==> config.mk <==
export PLATFORM = sky130hd
export DESIGN_NAME = slot_timer_arbiter
export DESIGN_NICKNAME = d
export VERILOG_FILES = /design/src/rtl/slot_timer_arbiter.sv
export SDC_FILE = /design/constraint.sdc
export NUM_CORES = 1
export LEC_CHECK = 0
export ABC_CLOCK_PERIOD_IN_PS = 5640
export CORE_ASPECT_RATIO = 1.75
export CORE_MARGIN = 2
export CORE_UTILIZATION = 50
export CTS_CLUSTER_SIZE = 8
export DETAILED_ROUTE_END_ITERATION = 7
export GPL_ROUTABILITY_DRIVEN = 0
export HOLD_SLACK_MARGIN = 0.03
export PLACE_DENSITY_LB_ADDON = 0.3
export SLEW_MARGIN = 15
export SYNTH_ARGS = -nofsm -noshare
export SYNTH_HDL_FRONTEND = slang
export SYNTH_SLANG_ARGS = --single-unit
==> constraint.sdc <==
create_clock -name clk -period 5.64 [get_ports clk]
set_input_delay 0.846 -clock clk [delete_from_list [all_inputs] [get_ports clk]]
set_output_delay 0.846 -clock clk [all_outputs]
set_load 0.02 [all_outputs]
==> src/rtl/slot_timer_arbiter.sv <==
// slot_timer_arbiter: round-robin grant of a shared mod-len slot counter among NREQ requesters.
// Define SLOT_B2B_EN to allow a new grant on the done cycle (no idle gap between slots).
module slot_timer_arbiter #(
    parameter int NREQ = 4,
    parameter int WIDTH = 8,
    localparam int IW = $clog2(NREQ)
) (
    input  logic                  clk,
    input  logic                  rst,
    input  logic [NREQ-1:0]       req,
    input  logic [NREQ*WIDTH-1:0] len,
    output logic [NREQ-1:0]       grant,
    output logic                  busy,
    output logic [WIDTH-1:0]      count,
    output logic                  done,
    output logic [IW-1:0]         done_id
);
`ifdef SLOT_B2B_EN
    localparam bit B2B = 1'b1;
`else
    localparam bit B2B = 1'b0;
`endif
    typedef enum logic {IDLE, RUN} state_t;
    state_t state_q, state_d;
    logic [NREQ-1:0] grant_q, grant_d, elig;
    logic [WIDTH-1:0] count_q, count_d, len_q, len_d, win_len;
    logic [IW-1:0] last_q, last_d, done_id_q, done_id_d, win, cur, idx;
    logic done_q, done_d, win_vld, arb, go, adv;
    logic [WIDTH-1:0] len_a [NREQ];
    for (genvar i = 0; i < NREQ; i++) begin : g_len
        assign len_a[i] = len[i*WIDTH +: WIDTH];
    end
    // Search from last+NREQ down to last+1 so the nearest index after last wins.
    always_comb begin
        elig = (state_q == RUN && B2B) ? req & ~grant_q : req;
        win_vld = 1'b0;
        win = last_q;
        idx = '0;
        for (int k = NREQ; k >= 1; k--) begin
            idx = IW'((int'(last_q) + k) % NREQ);
            if (elig[idx]) begin
                win_vld = 1'b1;
                win = idx;
            end
        end
        cur = '0;
        for (int i = 0; i < NREQ; i++) begin
            if (grant_q[i]) cur = IW'(i);
        end
        win_len = (len_a[win] == '0) ? WIDTH'(1) : len_a[win];
    end
    always_ff @(posedge clk) begin
        if (rst) begin
            state_q   <= IDLE;
            grant_q   <= '0;
            count_q   <= '0;
            len_q     <= '0;
            last_q    <= IW'(NREQ - 1);
            done_q    <= 1'b0;
            done_id_q <= '0;
        end else begin
            state_q   <= state_d;
            grant_q   <= grant_d;
            count_q   <= count_d;
            len_q     <= len_d;
            last_q    <= last_d;
            done_q    <= done_d;
            done_id_q <= done_id_d;
        end
    end
    // done_q marks the final cycle of a slot, so RUN with done_q means the slot ends at this edge.
    always_comb begin
        arb = (state_q == IDLE) || (done_q && B2B);
        go = arb && win_vld;
        adv = (state_q == RUN) && !done_q && |(req & grant_q);
        state_d = (go || adv) ? RUN : IDLE;
    end
    always_comb begin
        grant_d = go ? NREQ'(1) << win : adv ? grant_q : '0;
        count_d = adv ? count_q + WIDTH'(1) : '0;
        len_d = go ? win_len : len_q;
        last_d = go ? win : last_q;
        done_d = go ? (win_len == WIDTH'(1)) : adv && (count_q + WIDTH'(1) == len_q - WIDTH'(1));
        done_id_d = done_d ? (go ? win : cur) : done_id_q;
    end
    assign grant = grant_q;
    assign busy = |grant_q;
    assign count = count_q;
    assign done = done_q;
    assign done_id = done_id_q;
endmodule

==> results.yml, run 1 <==
run_status:
  status: "completed"
clocking:
  htree_levels: 1
  clock_latency_ns: 0.26
  clockBufferDepth: 2
  cts_tree: "yes"
  cts_resized: 0
  cts_buffers: 3
  clockRootBuffer: "clkbuf_8"
  cts_hold_buffers: 0
  clk_transition_reported_paths_ns: 0.09
  cts_num_sinks: 26
  postCtsSetupBuffers: 0
floorplanning:
  dieArea_sq_um: 3940
  io_pins: 54
  die_y_um: 81.6
  die_w_um: 48.3
  core_sq_um: 3330
  initial_core_util: 0.517
  rows: 28
sta:
  min_period_ns: 3.48
  max_freq_mhz: 287
  finalMaxSlewViolations: 0
  setup-violations-final: 0
  hold_viol_final: 0
  worst_slew_pin_slew_ns: 1.04
  tns_ns: 0
  grt_setup_unrepaired: "no"
  post-route-period-util: 0.617
  relSlewSlack: 0.306
  worst_clock_skew_ns: 0.00186
  timing.hold.ws_ns: 0.494
  postLayoutSetupSlackWorst_ns: 2.16
cells_and_area:
  nNetsFinal: 279
  fin_util: 0.699
  drive_gt1_frac: 0.109
  area_growth_pct: 35.2
  fill_cells: 277
  stdcell_area_sq_um: 2330
  diodes: 0
drt:
  drc: 0
  num_vias: 1508
  routed_wl_um: 3640
  drtIter0Drc: 9
  avgViaCountPerCell: 5.33
  wl_per_cell_um: 12.9
  drt-pass1-iter-count: 4
  drt.antenna.violating_nets: 0
synthesis:
  synth_edf_count: 0
  seq_area_frac_synth: 0.303
  yosys_warnings: 0
  netlist_instances: 188
  synth.cell_area_sq_um: 1720
  synth_top_area_share: 0.303
  syn_area_per_cell_sq_um: 9.15
  synth_area_leader_cell: "dfxtp_1"
  netlist_top_cells_count: "33 x nor2_1, 26 x dfxtp_1, 14 x a21oi_1, 13 x xnor2_1, 11 x mux2i_1"
  synth_seq_cells: 26
  async_flop_share: 0
  synthTopCellsByArea: "dfxtp_1 30%, nor2_1 7.2%, xnor2_1 6.6%"
  synth.most_common_cell: "nor2_1"
  netlist-cell-type-count: 45
  syn_nets: 228
  ys.flop_type: "dfxtp_1"
worst_setup_path:
  critical_path.endpoint_type: "register"
  crit_path_start_kind: "input pin"
  r2r_slack_ns: 2.78
  cp_data_arrival_time_ns: 3.64
  worstReg2RegEnd: "done_id[1]"
  required_ns: 5.80
  worstReg2RegStart: "last_q[0]"
  cp_max_fo: 20
  path_class: "in -> reg"
  reg2reg_depth: 8
power_and_ir_drop:
  ir_drop_mv: 0.150
  sw_frac_of_total: 0.302
  pwr-share-clk: 0.259
  pwr-share-seq: 0.367
  p_switching_uw: 176
  cellLeakagePower_nw: 0.872
  power.density_nw_per_um2: 250
  p_comb_frac: 0.374
  intPower_uw: 407
min_path:
  whs_endpoint: "len_q[4]"
  holdPathStages: 2
  worstHoldStart: "len_q[4]"
  hp-class: "reg -> reg"
global_route:
  grt_overflow_total: 0
  grt_pass1_wl_um: 6280
  track_usage: 0.197
  grt_pass1_vias: 1449
  grt_max_degree: 22
  antenna_found_initial: 0
job:
  drv_cap: 0
placed_design:
  post_dp_cell_area_sq_um: 2250
  pre_cts_ws_ns: 1.88
  numPortBuffers: 53
  detailed_place_hpwl_um: 2950
layout by cell type (no fill, tap or decap), types with 3 or more instances in the layout:
master / netlist / layout
a21oi_1: 14 / 14
clkbuf_8: 0 / 3
clkdlybuf4s50_1: 0 / 53
dfxtp_1: 26 / 26
inv_1: 6 / 6
mux2_2: 5 / 5
mux2i_1: 11 / 11
nand2_1: 8 / 8
nand2b_1: 4 / 4
nand3_1: 5 / 5
nand4_1: 3 / 3
nor2_1: 33 / 33
nor3_1: 7 / 7
o21ai_0: 3 / 3
or3_1: 3 / 3
xnor2_1: 13 / 13
xor2_1: 7 / 7
metrics by stage:
step,power [mW],cells
finish,0.583,283
global route,0.619,283
CTS,0.586,283
detailed placement,0.436,279
global placement,0.433,279
floorplan,0.383,188
state kept, by name, indices dropped and copies added, names as in the netlist:
signal / cells
done_id: 2
done: 1
state_q: 1
count: 8
grant: 4
last_q: 2
len_q: 8
per-layer routing:
metal  track usage  vias up  share of wire
met1         0.212      705           0.38
met5             0        -              0
met2         0.396       40           0.58
met3        0.0145        2          0.037
met4        0.0800        0         0.0074
li1              -      761              -
area by class of cell:
type                            instances  area (sq um)  area share
Clock buffer                            3          41.3      0.0178
Clock inverter                          1          30.0      0.0129
Tap cell                               45          56.3      0.0242
Sequential cell                        26           520       0.224
Timing Repair Buffer                   54           538       0.231
Inverter                                6          22.5     0.00968
Multi-Input combinational cell        148          1120       0.480
cells by family (layout without fill, tap and decap cells):
kind of cell               count (synthesis)  count (layout)  share of synthesized area
adders and majority gates                  2               2                     0.0145
DFF                                       26              26                      0.303
and+or+nand+nor                           75              75                      0.228
AOI/OAI and AO/OA                         31              31                      0.156
muxes                                     20              20                      0.149
xor gates and xnor gates                  20              20                      0.102
buffers and inverters                     14              64                     0.0480
how the worst max path moves through the flow:
stage          startpoint          to  slack, ns
6_report           req[3]  done_id[1]       2.16
5_1_grt            req[3]  done_id[1]       1.99
4_1_cts            req[3]  done_id[1]       2.16
3_5_place_dp       req[3]  done_id[1]       1.88
3_3_place_gp       req[2]  done_id[1]       1.97
2_1_floorplan      req[3]  done_id[1]       2.92
worst max-delay path: stages:
cell	delay, ns
clkdlybuf4s50_1	0.49
nand2b_2	0.12
o21ai_2	0.07
a221oi_4	0.87
mux2i_1	0.27
mux2_2	0.21
nand4_4	0.13
o31ai_4	0.29
mux2_4	0.33
power by group through the flow:
stage	combinational [mW]	clock [mW]	sequential [mW]
floorplan	0.165	0	0.218
global placement	0.216	0	0.218
detailed placement	0.218	0	0.218
CTS	0.220	0.153	0.213
global route	0.238	0.165	0.216
finish	0.218	0.151	0.214
No activity file was read; power rests on OpenSTA's default activity.
==> inputs of run 2 (changes only) <==
Settings changed: ABC_CLOCK_PERIOD_IN_PS 5640 to 3300, CORE_UTILIZATION 50 to 46.
Clock period 5.64 ns to 3.3 ns, I/O delays scaled along.
==> results.yml, run 2 (synthesized netlist as in run 1, its figures left out) <==
clocking:
  clockBufferDepth: 2
  cts_resized: 0
  cts_hold_buffers: 0
  clk_transition_reported_paths_ns: 0.09
  cts_tree: "yes"
  htree_levels: 1
  cts_num_sinks: 26
  clock_latency_ns: 0.27
  clockRootBuffer: "clkbuf_8"
  cts_buffers: 3
  postCtsSetupBuffers: 0
sta:
  max_freq_mhz: 367
  setup-violations-final: 0
  min_period_ns: 2.72
  worst_clock_skew_ns: 0.00410
  relSlewSlack: 0.525
  timing.hold.ws_ns: 0.495
  tns_ns: 0
  hold_viol_final: 0
  finalMaxSlewViolations: 0
  worst_slew_pin_slew_ns: 0.710
  grt_setup_unrepaired: "no"
  post-route-period-util: 0.825
drt:
  drtIter0Drc: 20
  drt.antenna.violating_nets: 0
  wl_per_cell_um: 13.0
  drc: 0
  avgViaCountPerCell: 5.34
  drt-pass1-iter-count: 4
  routed_wl_um: 3710
  num_vias: 1526
min_path:
  hp-class: "reg -> reg"
  whs_endpoint: "len_q[4]"
  holdPathStages: 2
  worstHoldStart: "len_q[4]"
worst_setup_path:
  path_buf_inv: 2
  worst-path-stages: 10
  crit_path_start_kind: "input pin"
  worstPathCellList: "clkdlybuf4s50_1 -> nand2b_2 -> o21ai_2 -> a221oi_4 -> buf_12 -> mux2i_1 -> mux2_2 -> nand4_4 -> o31ai_4 -> mux2_4"
  r2r_slack_ns: 0.85
  reg2reg_depth: 9
  required_ns: 3.46
  critical_path.endpoint_type: "register"
  cp_top_family: "multiplexers"
  cp_slowest_cell: "clkdlybuf4s50_1"
  path_class: "in -> reg"
  worstReg2RegStart: "last_q[0]"
  cp_data_arrival_time_ns: 2.89
  cp_max_fo: 22
  worstReg2RegEnd: "done_id[1]"
  max_stage_delay_ns: 0.49
placed_design:
  numPortBuffers: 53
  detailed_place_hpwl_um: 3040
  dp.cells: 282
cells_and_area:
  fill_cells: 307
  diodes: 0
  stdcell_count: 286
  layout_common_cells: "53 x clkdlybuf4s50_1, 33 x nor2_1, 26 x dfxtp_1"
  layout_commonest_cell: "clkdlybuf4s50_1"
  nNetsFinal: 281
  drive_gt1_frac: 0.117
  area_growth_pct: 35.9
floorplanning:
  io_pins: 54
  die_y_um: 84.9
  core_sq_um: 3590
  dieArea_sq_um: 4260
  die_w_um: 50.2
  initial_core_util: 0.479
  rows: 29
run_status:
  status: "completed"
power_and_ir_drop:
  power.density_nw_per_um2: 408
  ir_drop_mv: 0.295
  cellLeakagePower_nw: 0.880
global_route:
  grt_max_degree: 23
  antenna_found_initial: 0
  grt_overflow_total: 0
  track_usage: 0.191
  grt_pass1_wl_um: 6560
  grt_pass1_vias: 1577
job:
  drv_cap: 0
## run 2: cell types whose count changed in the layout (fill, tap and decap cells not counted), sizes merged
cell / before / now
buf: 1 / 3
clkbuf: 3 / 4
bufinv: 1 / 0
## run 2: tightest hold or removal path: cells and delay by family, from the launching register on
family          cells  cell delay, ns
compound gates      1            0.05
flops               1            0.33
simple gates        1            0.07
## run 2: how the worst max path moves through the flow
stage	slack, ns	from	end
2_1_floorplan	0.93	req[3]	done_id[1]
3_3_place_gp	0.35	req[3]	done_id[1]
3_5_place_dp	0.29	req[3]	done_id[1]
4_1_cts	0.58	req[3]	done_id[1]
5_1_grt	0.48	req[3]	done_id[1]
6_report	0.58	req[3]	done_id[1]
## run 2: per-layer routing
metal / part of all wire / global-route usage / vias to the layer above
met4: 0.010 / 0.0631 / 0
li1: - / - / 763
met1: 0.40 / 0.206 / 693
met2: 0.54 / 0.364 / 66
met3: 0.051 / 0.0264 / 4
met5: 0 / 0 / -
## run 2: area by class of cell
| type | instances | area, sq um | share of cell area |
|---|---|---|---|
| inverters | 6 | 22.5 | 0.00963 |
| well taps | 46 | 57.6 | 0.0246 |
| multi-input cells | 148 | 1120 | 0.478 |
| flip-flops and latches | 26 | 520 | 0.223 |
| repair buffers | 56 | 566 | 0.242 |
| clock buffers | 4 | 55.1 | 0.0235 |
## run 2: power by group
group | switching [mW] | leakage, nW | total, mW | internal [mW]
sequential | 0.0294 | 0.213 | 0.366 | 0.337
clock | 0.0967 | 0.0288 | 0.203 | 0.107
combinational | 0.180 | 0.639 | 0.384 | 0.204
## run 2: metrics by stage
step	worst slack [ns]	power, mW	utilization	area [sq um]
finish	0.577	0.953	0.651	2340
global route	0.484	1.02	0.651	2340
CTS	0.576	0.962	0.651	2340
detailed placement	0.290	0.759	0.636	2280
global placement	0.348	0.750	0.636	2280
floorplan	0.926	0.655	-	1720
